$ cat config.mk
export PLATFORM = sky130hd
export DESIGN_NAME = oh_memory_bist_flat
export DESIGN_NICKNAME = d
export VERILOG_FILES = /design/src/rtl/oh_memory_bist_if.sv /design/src/rtl/oh_memory_bist.sv /design/src/flat_wrapper.sv
export SDC_FILE = /design/constraint.sdc
export NUM_CORES = 1
export LEC_CHECK = 0
export ABC_AREA = 1
export ABC_CLOCK_PERIOD_IN_PS = 3200
export BUFFER_PORTS_ARGS = -buffer_cell sky130_fd_sc_hd__buf_2
export CAP_MARGIN = 25
export CELL_PAD_IN_SITES_DETAIL_PLACEMENT = 0
export CELL_PAD_IN_SITES_GLOBAL_PLACEMENT = 1
export CORE_MARGIN = 4
export CORE_UTILIZATION = 41
export DETAILED_ROUTE_END_ITERATION = 10
export PLACE_DENSITY = 0.89
export SLEW_MARGIN = 30
export SYNTH_ARGS = -nofsm -noshare
export SYNTH_HDL_FRONTEND = slang
export SYNTH_SLANG_ARGS = --single-unit
$ cat constraint.sdc
create_clock -name clk -period 3.2 [get_ports clk]
set_input_delay 0.32 -clock clk [delete_from_list [all_inputs] [get_ports clk]]
set_output_delay 0.32 -clock clk [all_outputs]
set_load 0.05 [all_outputs]
$ cat src/rtl/oh_memory_bist_if.sv
// Bus between the march-test engine and its memory / test controller.
// master = BIST engine, slave = memory wrapper plus controller.
interface oh_memory_bist_if #(
    parameter int unsigned DW = 104,
    parameter int unsigned AW = 5
);
    logic          start;
    logic [DW-1:0] pattern;
    logic          bist_en;
    logic          bist_we;
    logic [DW-1:0] bist_wem;
    logic [AW-1:0] bist_addr;
    logic [DW-1:0] bist_din;
    logic          rd_en;
    logic [AW-1:0] rd_addr;
    logic [DW-1:0] rd_dout;
    logic          busy;
    logic          done;
    logic          fail;
    logic [AW-1:0] fail_addr;

    modport master (
        input  start, pattern, rd_dout,
        output bist_en, bist_we, bist_wem, bist_addr, bist_din, rd_en, rd_addr,
               busy, done, fail, fail_addr
    );

    modport slave (
        output start, pattern, rd_dout,
        input  bist_en, bist_we, bist_wem, bist_addr, bist_din, rd_en, rd_addr,
               busy, done, fail, fail_addr
    );
endinterface

$ cat src/rtl/oh_memory_bist.sv
// Four-element march engine (W, R/~W, descending R/W, R) for a dual-port memory.
// Reports sticky fail and the first failing address; done is a level until the next start.
module oh_memory_bist #(
    parameter int unsigned DW    = 104,
    parameter int unsigned DEPTH = 32,
    parameter int unsigned RL    = 1,
    parameter int unsigned AW    = $clog2(DEPTH)
) (
    input  logic               clk,
    input  logic               nreset,
    oh_memory_bist_if.master   bus
);
    typedef enum logic [2:0] {StIdle, StE0, StE1, StE2, StE3, StDrain, StDone} state_e;

    localparam logic [AW-1:0] LastAddr  = AW'(DEPTH - 1);
    localparam logic [2:0]    LastDrain = 3'(RL - 1);

    state_e        state_q, state_d;
    logic [AW-1:0] addr_q, addr_d;
    logic          phase_q, phase_d;
    logic [2:0]    drain_q, drain_d;
    logic          accept, last;

    logic [DW-1:0] pat_q;
    logic          busy_q, done_q, fail_q;
    logic [AW-1:0] fail_addr_q;

    logic          we_d, re_d;
    logic [DW-1:0] din_d, exp_d;
    logic          we_q, re_q;
    logic [DW-1:0] wem_q, din_q, exp_q;
    logic [AW-1:0] waddr_q, raddr_q;

    logic [RL-1:0] pv_q;
    logic [AW-1:0] pa_q [RL];
    logic [DW-1:0] pe_q [RL];
    logic          miscompare;

    always_ff @(posedge clk or negedge nreset) begin
        if (!nreset) begin
            state_q <= StIdle;
            addr_q  <= '0;
            phase_q <= 1'b0;
            drain_q <= '0;
        end else begin
            state_q <= state_d;
            addr_q  <= addr_d;
            phase_q <= phase_d;
            drain_q <= drain_d;
        end
    end

    // Addresses wrap by explicit compare so non-power-of-2 depths stay in range.
    always_comb begin
        state_d = state_q;
        addr_d  = addr_q;
        phase_d = phase_q;
        drain_d = drain_q;
        accept  = bus.start && !busy_q && (state_q == StIdle || state_q == StDone);
        last    = (addr_q == LastAddr);
        case (state_q)
            StIdle, StDone: begin
                if (accept) begin
                    state_d = StE0;
                    addr_d  = '0;
                    phase_d = 1'b0;
                end
            end
            StE0: begin
                if (last) begin
                    state_d = StE1;
                    addr_d  = '0;
                end else begin
                    addr_d = addr_q + AW'(1);
                end
            end
            StE1: begin
                phase_d = !phase_q;
                if (phase_q) begin
                    if (last) begin
                        state_d = StE2;
                        addr_d  = LastAddr;
                    end else begin
                        addr_d = addr_q + AW'(1);
                    end
                end
            end
            StE2: begin
                phase_d = !phase_q;
                if (phase_q) begin
                    if (addr_q == '0) begin
                        state_d = StE3;
                    end else begin
                        addr_d = addr_q - AW'(1);
                    end
                end
            end
            StE3: begin
                if (last) begin
                    state_d = StDrain;
                    drain_d = '0;
                end else begin
                    addr_d = addr_q + AW'(1);
                end
            end
            StDrain: begin
                if (drain_q == LastDrain) begin
                    state_d = StDone;
                end else begin
                    drain_d = drain_q + 3'd1;
                end
            end
            default: state_d = StIdle;
        endcase
    end

    always_comb begin
        we_d  = 1'b0;
        re_d  = 1'b0;
        din_d = pat_q;
        exp_d = pat_q;
        case (state_q)
            StE0: we_d = 1'b1;
            StE1: begin
                we_d  = phase_q;
                re_d  = !phase_q;
                din_d = ~pat_q;
            end
            StE2: begin
                we_d  = phase_q;
                re_d  = !phase_q;
                exp_d = ~pat_q;
            end
            StE3:    re_d = 1'b1;
            default: ;
        endcase
    end

    // Memory-side outputs are registered from the current state; addresses hold when idle.
    always_ff @(posedge clk or negedge nreset) begin
        if (!nreset) begin
            we_q    <= 1'b0;
            re_q    <= 1'b0;
            wem_q   <= '0;
            din_q   <= '0;
            exp_q   <= '0;
            waddr_q <= '0;
            raddr_q <= '0;
        end else begin
            we_q  <= we_d;
            re_q  <= re_d;
            wem_q <= we_d ? '1 : '0;
            if (we_d) begin
                waddr_q <= addr_q;
                din_q   <= din_d;
            end
            if (re_d) begin
                raddr_q <= addr_q;
                exp_q   <= exp_d;
            end
        end
    end

    // Each read issued to the memory carries its address/expected value down an RL-deep pipe.
    always_ff @(posedge clk or negedge nreset) begin
        if (!nreset) begin
            pv_q <= '0;
            for (int i = 0; i < int'(RL); i++) begin
                pa_q[i] <= '0;
                pe_q[i] <= '0;
            end
        end else begin
            pv_q[0] <= re_q;
            pa_q[0] <= raddr_q;
            pe_q[0] <= exp_q;
            for (int i = 1; i < int'(RL); i++) begin
                pv_q[i] <= pv_q[i-1];
                pa_q[i] <= pa_q[i-1];
                pe_q[i] <= pe_q[i-1];
            end
        end
    end

    assign miscompare = pv_q[RL-1] && (bus.rd_dout != pe_q[RL-1]);

    always_ff @(posedge clk or negedge nreset) begin
        if (!nreset) begin
            pat_q       <= '0;
            busy_q      <= 1'b0;
            done_q      <= 1'b0;
            fail_q      <= 1'b0;
            fail_addr_q <= '0;
        end else if (accept) begin
            pat_q       <= bus.pattern;
            busy_q      <= 1'b1;
            done_q      <= 1'b0;
            fail_q      <= 1'b0;
            fail_addr_q <= '0;
        end else begin
            if (state_q == StDone && busy_q) begin
                busy_q <= 1'b0;
                done_q <= 1'b1;
            end
            if (miscompare) begin
                fail_q <= 1'b1;
                if (!fail_q) fail_addr_q <= pa_q[RL-1];
            end
        end
    end

    assign bus.bist_en   = busy_q;
    assign bus.busy      = busy_q;
    assign bus.done      = done_q;
    assign bus.fail      = fail_q;
    assign bus.fail_addr = fail_addr_q;
    assign bus.bist_we   = we_q;
    assign bus.bist_wem  = wem_q;
    assign bus.bist_addr = waddr_q;
    assign bus.bist_din  = din_q;
    assign bus.rd_en     = re_q;
    assign bus.rd_addr   = raddr_q;
endmodule

$ cat src/flat_wrapper.sv
// flat-port wrapper written by rule: the top's interface ports become plain ports
module oh_memory_bist_flat 
#(
    parameter int unsigned DW    = 104,
    parameter int unsigned DEPTH = 32,
    parameter int unsigned RL    = 1,
    parameter int unsigned AW    = $clog2(DEPTH)
)
  (clk, nreset, bus_start, bus_pattern, bus_rd_dout, bus_bist_en, bus_bist_we, bus_bist_wem, bus_bist_addr, bus_bist_din, bus_rd_en, bus_rd_addr, bus_busy, bus_done, bus_fail, bus_fail_addr);
  oh_memory_bist_if #(.DW(DW), .AW(AW)) bus_i ();
  input  logic clk;
  input  logic nreset;
  input wire logic [$bits(bus_i.start)-1:0] bus_start;
  input wire logic [$bits(bus_i.pattern)-1:0] bus_pattern;
  input wire logic [$bits(bus_i.rd_dout)-1:0] bus_rd_dout;
  output wire logic [$bits(bus_i.bist_en)-1:0] bus_bist_en;
  output wire logic [$bits(bus_i.bist_we)-1:0] bus_bist_we;
  output wire logic [$bits(bus_i.bist_wem)-1:0] bus_bist_wem;
  output wire logic [$bits(bus_i.bist_addr)-1:0] bus_bist_addr;
  output wire logic [$bits(bus_i.bist_din)-1:0] bus_bist_din;
  output wire logic [$bits(bus_i.rd_en)-1:0] bus_rd_en;
  output wire logic [$bits(bus_i.rd_addr)-1:0] bus_rd_addr;
  output wire logic [$bits(bus_i.busy)-1:0] bus_busy;
  output wire logic [$bits(bus_i.done)-1:0] bus_done;
  output wire logic [$bits(bus_i.fail)-1:0] bus_fail;
  output wire logic [$bits(bus_i.fail_addr)-1:0] bus_fail_addr;
  assign bus_i.start = bus_start;
  assign bus_i.pattern = bus_pattern;
  assign bus_i.rd_dout = bus_rd_dout;
  assign bus_bist_en = bus_i.bist_en;
  assign bus_bist_we = bus_i.bist_we;
  assign bus_bist_wem = bus_i.bist_wem;
  assign bus_bist_addr = bus_i.bist_addr;
  assign bus_bist_din = bus_i.bist_din;
  assign bus_rd_en = bus_i.rd_en;
  assign bus_rd_addr = bus_i.rd_addr;
  assign bus_busy = bus_i.busy;
  assign bus_done = bus_i.done;
  assign bus_fail = bus_i.fail;
  assign bus_fail_addr = bus_i.fail_addr;
  oh_memory_bist #(.DW(DW), .DEPTH(DEPTH), .RL(RL), .AW(AW)) u_core (.clk(clk), .nreset(nreset), .bus(bus_i));
endmodule
==> metrics.yaml <==
synth:
  synth_area_leader_cell: "dfrtp_1"
  synth_seq_cells: 454
  seq_area_frac_synth: 0.562
  synthCells: 2237
  synth_top_cell_area_share: 0.562
  ys_top_cells_by_area: "dfrtp_1 (56%), nand2_1 (11%), xor2_1 (7.4%), buf_4 (4.2%), nor2_1 (4.2%)"
  syn_avg_cell_area_um2: 9.03
  synth_cell_types: 28
  synth-async-reset-ratio: 1.00
  ys_warn_count: 0
  synth_edf_count: 0
  synth_area_um2: 20200
  syn_nets: 2454
  synthFlopType: "dfrtp_1"
grt:
  grt_pass1_vias: 15700
  grt_use_met1: 0.266
  grt_busiest_layer: "met2"
  grt_max_degree: 189
  grt_pass1_wl_um: 86500
  overflow: 0
  antenna_found_initial: 8
  grtUsageTotal: 0.204
  grt_use_met3: 0.0320
  grt_use_met2: 0.343
critical_path:
  cp-start-kind: "register"
  critPathKind: "reg -> reg"
  cp_max_fo: 89
  critPathCaptureType: "register"
  cp.required_ps: 3700
  worstPathArrival_ps: 2780
  r2r_setup_slack_ps: 910
final_layout:
  drive_above_1_share: 0.211
  synthToLayoutAreaGrowth_pct: 23.7
  final_cell_mix: "nand2_1 (586), dfrtp_1 (453), buf_2 (438), nor2_1 (227), inv_1 (197)"
  fin_cells: 3354
  fillers: 4479
  nNetsFinal: 2861
  final_common_cell: "nand2_1"
floorplanning:
  coreArea_um2: 48800
  fp-row-count: 81
  die_h_um: 230
  initial_utilization: 0.414
  die_x_um: 230
  die-area_um2: 52900
  pin_count: 440
pwr:
  switchingPower_uw: 2580
  irDropWorstVdd_mv: 0.363
  power_frac_clock: 0.489
  p_seq_frac: 0.472
  p_int_uw: 9580
  pwr-share-comb: 0.039
  p_per_area_nw_per_um2: 487
  leakage_uw: 0.0126
  switching_share: 0.212
sta:
  tightest_slew_ps: 854
  setup_violations: 0
  clock.fmax_ghz: 0.437
  skew_ps: 19.0
  slew_headroom: 0.431
  final_max_slew_viol_count: 0
  finalSetupTns_ps: 0
  min_period_over_period: 0.714
  finalWorstSetupSlack_ps: 914
  period_minus_slack_ps: 2290
  rsz0062_at_grt: "no"
  hold_viol_final: 0
clock_tree:
  cts_buffer_depth: 3
  cts_resized: 0
  clock_latency_ps: 580
  numCtsBuffers: 49
  cts_setup_buffers: 0
  root_buffer: "clkbuf_16"
  path_clk_slew_ps: 60
  cts_sinks: 454
  htree_levels: 2
  cts_tree: "done"
placement:
  gp_congestion: 0.851
  dp.cells: 3153
  dpl.hpwl_um: 36700
  dpl_worst_slack_ps: 891
  port_buffers: 439
detailed_routing:
  wl_per_cell_um: 16.3
  route.detailed.drc: 0
  wl_um: 54600
  viasPerCell: 4.76
  dr.pass1.iters: 5
  drtIter0Drc: 1077
  ant_nets: 0
  vias: 16000
min_path:
  hp-class: "in -> reg"
outcome:
  status: "completed"
job:
  maxCapViolCount: 0
-- metrics by stage --
step            util  instance area, µm²  power (µW)  hold WS [ps]
3_5_place_dp   0.455               22200        6230           362
4_1_cts        0.511               25000       12300         0.892
6_report       0.511               25000       12200          33.7
3_3_place_gp   0.454               22200        6220           359
2_1_floorplan      -               20200        5920          24.4
5_1_grt        0.511               25000       12600          31.0
-- critical path: stages, from the launching register on --
cell,delay [ps]
dfrtp_1,440
nor2_1,270
inv_2,100
o21ai_2,190
nand3_4,190
inv_6,270
buf_12,330
nand2_1,170
o21ai_1,110
-- cell type report --
type | instances | area, µm² | area share
multi-input combinational | 1365 | 6680 | 0.267
tap | 664 | 831 | 0.0333
clock buffer | 70 | 1480 | 0.0591
clock inverter | 20 | 243 | 0.00972
inverter | 206 | 786 | 0.0315
sequential | 454 | 11400 | 0.455
antenna | 7 | 17.5 | 0.000701
timing repair buffer | 568 | 3590 | 0.144
-- repair_timing --
| action | in CTS | in global routing |
|---|---|---|
| endpoints found under the hold margin | 177 | 0 |
| hold buffers | 104 | 0 |
| endpoints found under the setup margin | 0 | 0 |
-- kinds of logic (layout without fill, tap and decap cells) --
logic type	after synthesis	in the layout	synth area share
AO/OA/AOI/OAI	353	353	0.0945
AND/OR/NAND/NOR	836	836	0.158
other	0	7	0
XOR/XNOR	170	170	0.0737
flip-flops	454	454	0.562
buffers and inverters	418	864	0.108
adder cells (fa/ha/maj)	6	6	0.00372
-- path summary, 6_finish.rpt --
kind	startpoint	end	cells after the start
max	u_core.state_q[1]	u_core.pat_q[82]	8
min	bus_pattern[54]	u_core.pat_q[54]	3
max reg2reg	u_core.state_q[1]	u_core.pat_q[82]	8
min reg2reg	u_core.exp_q[90]	u_core.pe_q[90]	0
max in group asynchronous	nreset	u_core.bus.bist_wem[102]	3
min in group asynchronous	nreset	u_core.pat_q[29]	2
-- power by group through the flow --
stage / clock, µW / sequential [µW] / combinational, µW
3_5_place_dp: 0 / 5850 / 383
2_1_floorplan: 0 / 5850 / 69.3
5_1_grt: 6330 / 5740 / 533
3_3_place_gp: 0 / 5850 / 377
6_report: 5950 / 5740 / 472
4_1_cts: 6090 / 5740 / 483
-- routing by layer --
| layer | up-vias | share of wire |
|---|---|---|
| met2 | 557 | 0.48 |
| met1 | 7610 | 0.42 |
| met5 | - | 0.00024 |
| met4 | 2 | 0.036 |
| met3 | 106 | 0.060 |
| li1 | 7695 | - |
-- synth_stat cells, types with 2 or more instances --
library cell,instances
nand2_1,586
dfrtp_1,454
nor2_1,228
inv_1,197
xor2_1,170
o21ai_0,141
buf_4,114
a31oi_1,104
o21ai_1,92
buf_2,50
clkbuf_1,28
buf_6,15
nand3_1,13
a21oi_1,11
inv_2,8
ha_1,6
nor3_1,4
buf_1,3
nor2_2,2
o211ai_1,2
o22ai_1,2
-- state kept, by name, summed over array words and instances (netlist names) --
| register | cells |
|---|---|
| u_core.bus.bist_din | 104 |
| u_core.exp_q | 104 |
| u_core.pat_q | 104 |
| u_core.pe_q | 104 |
| u_core.addr_q | 5 |
| u_core.bus.bist_addr | 5 |
| u_core.bus.fail_addr | 5 |
| u_core.bus.rd_addr | 5 |
| u_core.pa_q | 5 |
| u_core.drain_q | 3 |
| u_core.state_q | 3 |
| u_core.bus.bist_en | 1 |
| u_core.bus.bist_wem | 1 |
| u_core.bus.done | 1 |
| u_core.bus.fail | 1 |
| u_core.bus.rd_en | 1 |
| u_core.phase_q | 1 |
| u_core.pv_q | 1 |
Note: power is estimated with default switching activity, not from simulation.
